**config.mk**
```make
export PLATFORM = sky130hd
export DESIGN_NAME = uart_tx_serializer
export DESIGN_NICKNAME = d
export VERILOG_FILES = /design/src/rtl/uart_pkg.sv /design/src/rtl/uart_baud_counter.sv /design/src/rtl/uart_tx_serializer.sv
export SDC_FILE = /design/constraint.sdc
export NUM_CORES = 1
export LEC_CHECK = 0
export BUFFER_PORTS_ARGS = -buffer_cell sky130_fd_sc_hd__buf_4
export CAP_MARGIN = 15
export CELL_PAD_IN_SITES_DETAIL_PLACEMENT = 2
export CELL_PAD_IN_SITES_GLOBAL_PLACEMENT = 2
export CORE_MARGIN = 5
export CORE_UTILIZATION = 37
export DETAILED_ROUTE_END_ITERATION = 10
export HOLD_SLACK_MARGIN = 0.02
export PLACE_DENSITY_LB_ADDON = 0.3
export SLEW_MARGIN = 5
export SYNTH_ARGS = -nofsm -noshare
export SYNTH_HDL_FRONTEND = slang
export SYNTH_SLANG_ARGS = --single-unit
```
**constraint.sdc**
```tcl
create_clock -name Clk -period 2.3 [get_ports Clk]
set_input_delay 0.46 -clock Clk [delete_from_list [all_inputs] [get_ports Clk]]
set_output_delay 0.46 -clock Clk [all_outputs]
set_load 0.1 [all_outputs]
```
**src/rtl/uart_pkg.sv**
```systemverilog
// Shared UART definitions: state encoding, parity mode, default bit timing.
// Used by both the transmitter and the receiver.
// Optional feature macro: UART_TX_PARITY_EN adds the PARITY state encoding.
package uart_pkg;

   // Default number of clock cycles per serial bit
   localparam int UART_DEFAULT_CLKS_PER_BIT = 16;

   // Parity mode: 1 selects even parity (parity bit = XOR of the data bits)
   localparam bit UART_PARITY_EVEN = 1'b1;

   typedef enum logic [2:0] {
      ST_IDLE   = 3'd0,
      ST_FETCH  = 3'd1,
      ST_LOAD   = 3'd2,
      ST_START  = 3'd3,
      ST_DATA   = 3'd4,
`ifdef UART_TX_PARITY_EN
      ST_PARITY = 3'd5,
`endif
      ST_STOP   = 3'd6
   } uart_state_e;

   // Parity bit for one byte in the configured parity mode
   function automatic logic uart_parity(input logic [7:0] data);
      return (^data) ^ ~UART_PARITY_EVEN;
   endfunction

endpackage

```
**src/rtl/uart_baud_counter.sv**
```systemverilog
// Bit-period timer: Bit_Done pulses on the last cycle of every
// Clks_Per_Bit-cycle period. Restart holds the count at zero so the
// first period after Restart drops is a full bit.
module uart_baud_counter
   import uart_pkg::*;
#(
   parameter int Clks_Per_Bit = UART_DEFAULT_CLKS_PER_BIT
) (
   input  logic Clk,
   input  logic Reset,
   input  logic Restart,
   output logic Bit_Done
);

   localparam logic [15:0] LAST_COUNT = 16'(Clks_Per_Bit - 1);

   logic [15:0] count;

   // Free-running cycle count within the current bit, reloaded at each boundary
   always_ff @(posedge Clk) begin
      if (Reset || Restart) begin
         count <= '0;
      end else if (count == LAST_COUNT) begin
         count <= '0;
      end else begin
         count <= count + 16'd1;
      end
   end

   assign Bit_Done = (count == LAST_COUNT) && !Restart;

endmodule

```
**src/rtl/uart_tx_serializer.sv**
```systemverilog
// UART transmitter: pops bytes from an upstream FIFO (one-cycle read
// latency) and sends them as start / 8 data bits LSB first / [parity] /
// stop bits. Back-to-back frames are separated by a fixed 3-cycle gap
// (IDLE, FETCH, LOAD).
// Optional feature macro: UART_TX_PARITY_EN inserts an even-parity bit.
module uart_tx_serializer
   import uart_pkg::*;
#(
   parameter int Clks_Per_Bit = UART_DEFAULT_CLKS_PER_BIT,
   parameter int Stop_Bits    = 1
) (
   input  logic       Clk,
   input  logic       Reset,
   input  logic [7:0] Fifo_Data,
   input  logic       Fifo_Empty,
   output logic       Fifo_Read,
   output logic       Tx,
   output logic       Busy
);

   localparam logic [2:0] LAST_STOP = 3'(Stop_Bits - 1);

   uart_state_e state;
   uart_state_e next_state;
   logic [7:0]  shift_q;
   logic [2:0]  bit_cnt;
   logic        bit_done;
   logic        restart;
`ifdef UART_TX_PARITY_EN
   logic        parity_q;
`endif

   uart_baud_counter #(
      .Clks_Per_Bit (Clks_Per_Bit)
   ) u_baud (
      .Clk      (Clk),
      .Reset    (Reset),
      .Restart  (restart),
      .Bit_Done (bit_done)
   );

   // State register
   always_ff @(posedge Clk) begin
      if (Reset) begin
         state <= ST_IDLE;
      end else begin
         state <= next_state;
      end
   end

   // Next-state decode and line/handshake outputs
   always_comb begin
      next_state = state;
      Fifo_Read  = 1'b0;
      Tx         = 1'b1;
      Busy       = (state != ST_IDLE);
      restart    = 1'b0;
      case (state)
         ST_IDLE: begin
            restart = 1'b1;
            if (!Fifo_Empty && !Reset) begin
               Fifo_Read  = 1'b1;
               next_state = ST_FETCH;
            end
         end
         ST_FETCH: begin
            restart    = 1'b1;
            next_state = ST_LOAD;
         end
         ST_LOAD: begin
            restart    = 1'b1;
            next_state = ST_START;
         end
         ST_START: begin
            Tx = 1'b0;
            if (bit_done) begin
               next_state = ST_DATA;
            end
         end
         ST_DATA: begin
            Tx = shift_q[0];
            if (bit_done && (bit_cnt == 3'd7)) begin
`ifdef UART_TX_PARITY_EN
               next_state = ST_PARITY;
`else
               next_state = ST_STOP;
`endif
            end
         end
`ifdef UART_TX_PARITY_EN
         ST_PARITY: begin
            Tx = parity_q;
            if (bit_done) begin
               next_state = ST_STOP;
            end
         end
`endif
         ST_STOP: begin
            if (bit_done && (bit_cnt == LAST_STOP)) begin
               next_state = ST_IDLE;
            end
         end
         default: begin
            next_state = ST_IDLE;
         end
      endcase
   end

   // Shift register and bit counter; the counter wraps 7->0 leaving DATA,
   // so it is already cleared for counting stop bits
   always_ff @(posedge Clk) begin
      if (Reset) begin
         shift_q <= '0;
         bit_cnt <= '0;
      end else begin
         case (state)
            ST_LOAD: begin
               shift_q <= Fifo_Data;
               bit_cnt <= '0;
            end
            ST_DATA: begin
               if (bit_done) begin
                  shift_q <= {1'b0, shift_q[7:1]};
                  bit_cnt <= bit_cnt + 3'd1;
               end
            end
            ST_STOP: begin
               if (bit_done) begin
                  bit_cnt <= bit_cnt + 3'd1;
               end
            end
            default: begin
               shift_q <= shift_q;
               bit_cnt <= bit_cnt;
            end
         endcase
      end
   end

`ifdef UART_TX_PARITY_EN
   // Parity of the byte is latched with it, since the shifter consumes the data
   always_ff @(posedge Clk) begin
      if (Reset) begin
         parity_q <= 1'b0;
      end else if (state == ST_LOAD) begin
         parity_q <= uart_parity(Fifo_Data);
      end
   end
`endif

endmodule

```
==> reports/qor.txt, run 1 <==
Outcome -> finished, final reports clean
Post-CTS Setup Bufs -> 0
Power density over cell area -> 690 nW/um^2
Sw frac -> 27.9%
Combinational fraction of design power -> 16.5%
Antenna viol nets, final -> 0
Sequential element share of the synthesized area -> 35.3%
Core ar. -> 4410 sq um
Synth warnings -> 0
Ports -> 14
Via density -> 5.83
Max FO, Critical Path -> 10
RSZ-0062 raised after global routing -> no
GRT Util Overall -> 16.1%
Setup Viol. Count Final -> 0
Synth unique cells -> 42
Post-Synth Simple-Gate Area -> 32.8%
Antenna violations before repair -> 0
DP Wirelength -> 3400 um
Vias -> 1446
Routed wire length -> 4810 um
Synth Area in XOR/XNOR -> 6.70%
Net Sw Power -> 372 uW
Die width -> 77.8 um
Final Hold Vio Count -> 0
Main synth FF type -> dfxtp_1
Number of synthesized flops with an enable pin -> 0
Max VDD drop -> 392 uV
Placement Setup Slack -> 0.236 ns
Post-synth ARST share -> 0%
Row count -> 24
Total iterations of the first detailed-routing run -> 4
Htree depth -> 2
Critical path capture point type -> primary output
Final #Nets -> 210
Worst setup margin -> 0.205 ns
Initial DRC count -> 52
Slew @ Worst Pin -> 0.585 ns
Clock Path Buffers -> 2
Leakage Power -> 0.000775 uW
Post-Synth Adder-Cell Area -> 2.95%
Drt drc -> 0
Fmax -> 477 MHz
CTS tree -> built
WP data required -> 1.84 ns
Max-slew headroom -> 60.8%
Seq pwr share -> 45.8%
Vias in the first global route -> 1532
Crit path kind -> reg2out
Ant diodes -> 0
Slew Limit Fails -> 0
Initial Utilization -> 38.5%
Crit start category -> flop
Pin count of the biggest net entering global routing -> 29
CTS buffer count -> 5
Tot Pwr -> 1330 uW
Syn Area/Cell -> 9.14 sq um
Critical Path AT -> 1.64 ns
Part of the cycle the worst path needs -> 91.1%
Post-synthesis register bit count -> 30
Final Util -> 43.8%
Largest family of logic cells by synthesized area -> simple AND/OR/NAND/NOR gates
Mux share of post-synthesis cell area -> 2.06%
First-pass GRT wire length -> 7860 um
I/O Buffers -> 13
CTS sink cnt -> 30
Die Ht -> 77.8 um
Syn Nets -> 201
Commonest non-fill, non-tap cell in the layout -> dfxtp_1
Most frequent cells in the layout -> dfxtp_1, nor2_1, buf_4
Max Cap Viol -> 0
GRT overflow -> 0
Routed WL per cell -> 19.4 um
Share of layout cells above drive strength 1 -> 23.0%
Compound-Gate Fraction of Synth Area -> 14.4%
Root buffer cell -> clkbuf_8
# resized after CTS -> 0
Routability Congestion -> 0.763
Die area -> 6050 sq um
Clk slew on worst S/H paths -> 0.07 ns
Fin Setup TNS -> 0 ns
Synth-to-Final Area Change -> 13.7%
Cell Area, Synth -> 1700 sq um
Worst Hold Class -> reg2reg
Clk Latency, worst-skew pair -> 0.28 ns
Worst Clk Skew -> 0.00148 ns
Post-Synthesis Cells -> 186
Clock power frac -> 37.8%
CTS Hold Buffers Added -> 0
Internal Power -> 962 uW
Final min period -> 2.10 ns
## worst paths after layout
check                                   from                          end  slack (ns)  depth (start not counted)
setup / recovery       state[2]$_SDFFE_PP0P_                    Fifo_Read        0.20                          4
hold / removal    u_baud.count[0]$_SDFF_PP0_   u_baud.count[0]$_SDFF_PP0_        0.47                          1
setup reg to reg  u_baud.count[0]$_SDFF_PP0_  u_baud.count[15]$_SDFF_PP0_        0.23                          5
hold reg to reg   u_baud.count[0]$_SDFF_PP0_   u_baud.count[0]$_SDFF_PP0_        0.47                          1
## critical path, stage by stage (launching register included)
cell and delay, ns:
dfxtp_1 0.31, buf_4 0.17, or3_4 0.40, nor3_4 0.18
buf_4 0.30
## per-layer routing
metal  global-route usage (%)  vias up  wire length, um
li1                         -      700                -
met1                     21.5      716             2220
met2                     25.7       26             2400
met3                     3.36        4              157
met4                     5.15        0               31
met5                        0        -                0
## power groups by stage
stage / sequential [uW] / clock [uW] / combinational (uW)
3_3_place_gp: 615 / 0 / 205
3_5_place_dp: 619 / 0 / 218
4_1_cts: 609 / 516 / 220
5_1_grt: 616 / 541 / 241
6_report: 610 / 504 / 220
2_1_floorplan: 598 / 0 / 180
## Yosys cell counts (4+ instances only)
cell type,instances,area share (%)
clkbuf_1,7,1.5
a211o_1,8,4.1
nor2_1,19,4.2
a32oi_1,5,2.6
a21oi_1,12,3.5
inv_1,5,1.1
dfxtp_1,30,35
nand2_1,14,3.1
xor2_1,11,5.7
and4b_2,7,4.6
nand4_1,8,2.9
ha_1,4,2.9
nand3_1,4,1.2
## final cells by class
cell class                 instances  area [sq um]
timing repair buffer              16           120
sequential                        30           601
clock buffer                       8           110
fill                             487          2480
tap                               52          65.1
inverter                           5          18.8
multi-input combinational        137          1020
## flip-flops by register name (all words and copies together) (netlist names)
| register | cells |
|---|---|
| shift_q | 8 |
| state | 3 |
| u_baud.count | 16 |
| bit_cnt | 3 |
## logic make-up (layout without fill, tap and decap cells)
kind of cell / after synthesis / after routing
simple gates: 83 / 83
compound gates: 34 / 34
flops: 30 / 30
buf+inv: 19 / 29
xor+xnor: 13 / 13
fa+ha+maj: 4 / 4
mux: 3 / 3
## through the flow
| step | instance area (sq um) | hold slack [ns] | std cells |
|---|---|---|---|
| 6_report | 1930 | 0.473 | 248 |
| 5_1_grt | 1930 | 0.482 | 248 |
| 4_1_cts | 1930 | 0.467 | 248 |
| 3_5_place_dp | 1820 | 0.462 | 240 |
| 3_3_place_gp | 1820 | 0.436 | 240 |
| 2_1_floorplan | 1730 | 0.421 | 186 |
Note: power is estimated with default switching activity, not from simulation.
==> run 2, diff against run 1 <==
CELL_PAD_IN_SITES_DETAIL_PLACEMENT = unset   (was 2)
CELL_PAD_IN_SITES_GLOBAL_PLACEMENT = unset   (was 2)
CORE_UTILIZATION = 52   (was 37)
GPL_TIMING_DRIVEN = 0   (was unset)
==> reports/qor.txt, run 2 (synthesized netlist as in run 1, its figures left out) <==
Largest stage delay, worst path -> 0.43 ns (+0.03 ns)
Ports -> 14 (unchanged)
CTS Hold Buffers Added -> 0 (unchanged)
Synth-to-Final Area Change -> 13.6% (about the same)
Critical path buffers and inverters -> 2 (unchanged)
Post-CTS Setup Bufs -> 0 (unchanged)
GRT Util Overall -> 17.9% (+1.9 points)
Setup Viol. Count Final -> 0 (unchanged)
Slew Limit Fails -> 0 (unchanged)
DP Wirelength -> 2650 um (-22%)
Max-slew headroom -> 67.2% (+6.4 points)
Die Ht -> 67.2 um (-14%)
Ant diodes -> 0 (unchanged)
Vias in the first global route -> 1430 (-6.7%)
Crit start category -> flop
Antenna violations before repair -> 0 (unchanged)
Fmax -> 459 MHz (-3.8%)
WP data required -> 1.84 ns (about the same)
Htree depth -> 2 (unchanged)
Power density over cell area -> 598 nW/um^2 (-13%)
Fin Setup TNS -> 0 ns (unchanged)
Share of layout cells above drive strength 1 -> 23.3% (+0.34 points)
Row count -> 20 (-17%)
Commonest non-fill, non-tap cell in the layout -> dfxtp_1
Area of placed instances -> 1870 sq um (+2.7%)
Core ar. -> 3100 sq um (-30%)
CP Cell Sequence -> clkbuf_2, or3_4, nor3_4, buf_4
Drt drc -> 0 (unchanged)
GRT overflow -> 0 (unchanged)
Routed wire length -> 3650 um (-24%)
Antenna viol nets, final -> 0 (unchanged)
Vias -> 1465 (+1.3%)
Routability Congestion -> 0.849 (+11%)
CTS sink cnt -> 30 (unchanged)
Clk Latency, worst-skew pair -> 0.33 ns (+0.05 ns)
Worst Hold Class -> in2reg
Max FO, Critical Path -> 9 (-1)
Initial Utilization -> 54.8% (+16 points)
Crit path kind -> reg2out
First-pass GRT wire length -> 6220 um (-21%)
CTS buffer count -> 5 (unchanged)
Tot Pwr -> 1160 uW (-13%)
Via density -> 5.86 (+0.50%)
Routed WL per cell -> 14.6 um (-25%)
Crit-path leading delay family -> simple AND/OR/NAND/NOR gates
Slew @ Worst Pin -> 0.489 ns (-0.0959 ns)
Root buffer cell -> clkbuf_4
Final min period -> 2.18 ns (+0.0832 ns)
Max FFs per register -> 16 (unchanged)
Initial DRC count -> 139 (+170%)
Pin count of the biggest net entering global routing -> 11 (-62%)
Most frequent cells in the layout -> dfxtp_1, nor2_1, nand2_1
Clock Path Buffers -> 2 (unchanged)
Clk slew on worst S/H paths -> 0.09 ns (+0.02 ns)
Largest regs -> u_baud.count: 16 flops, shift_q: 8 flops
Final #Nets -> 220 (+4.8%)
RSZ-0062 raised after global routing -> no
Leakage Power -> 0.000781 uW (+0.87%)
Die width -> 67.2 um (-14%)
Final Hold Vio Count -> 0 (unchanged)
Worst Clk Skew -> 0.00962 ns (+0.00814 ns)
Outcome -> finished, final reports clean
Part of the cycle the worst path needs -> 94.7% (+3.6 points)
CTS tree -> built
Critical Path AT -> 1.72 ns (+0.08 ns)
Max VDD drop -> 368 uV (-6.3%)
Total iterations of the first detailed-routing run -> 5 (+1)
Max Cap Viol -> 0 (unchanged)
Design Area, Final -> 1930 sq um (about the same)
Reg with most FFs -> u_baud.count
Slowest-stage cell, CP -> or3_4
Die area -> 4510 sq um (-25%)
Critical path capture point type -> primary output
I/O Buffers -> 12 (-1)
# resized after CTS -> 0 (unchanged)
## run 2: changes by cell type in the layout (fill, tap and decap cells not counted), sizes merged
cell and change:
clkbuf +11, clkinv +1, buf -2
## run 2: per-stage QoR
step                      hold slack [ns]  worst slack [ns]  instances  utilization [%]
after floorplan                     0.421           0.00324        186                -
after global placement              0.434             0.383        242             60.3
after detailed placement            0.454             0.339        242             60.3
after CTS                           0.413             0.113        250             62.2
after global routing                0.414            0.0168        250             62.2
final                               0.416             0.121        250             62.2
## run 2: final timing paths
path	slack, ns	cells past startpoint	endpoint	start
worst max-delay path	0.12	4	Fifo_Read	state[0]$_SDFFE_PP0P_
worst max register to register	0.32	6	bit_cnt[0]$_SDFFE_PP0P_	u_baud.count[0]$_SDFF_PP0_
worst min register to register	0.47	1	u_baud.count[0]$_SDFF_PP0_	u_baud.count[0]$_SDFF_PP0_
worst min-delay path	0.42	3	shift_q[7]$_SDFFE_PP0P_	Fifo_Data[7]
## run 2: worst reg2reg max path: cells and delay by family (launching register included)
kind          cells  cell delay (ns)
simple gates      3             0.85
flops             1             0.37
mux               1             0.31
buf+inv           1             0.19
fa+ha+maj         1             0.16
## run 2: layer usage
metal	vias to the layer above	GRT usage (%)	routed length [um]
li1	719	-	-
met1	691	20.5	1500
met2	49	31.9	1860
met3	6	4.33	239
met4	0	7.09	51
met5	-	0	0
## run 2: power by group
part | switching, uW | total, uW | leakage (uW) | internal, uW
registers | 36.2 | 597 | 0.000244 | 560
logic | 121 | 225 | 0.000502 | 104
clock network | 185 | 333 | 0.0000353 | 148
total | 343 | 1160 | 0.000781 | 812
## run 2: layout make-up
type / count / area (sq um)
multi-input cells: 137 / 1020
clock inverters: 1 / 5.00
plain buffers: 14 / 88.8
well taps: 44 / 55.1
repair buffers: 12 / 90.1
flip-flops and latches: 30 / 601
fillers: 288 / 1170
clock buffers: 7 / 55.1
inverters: 5 / 18.8
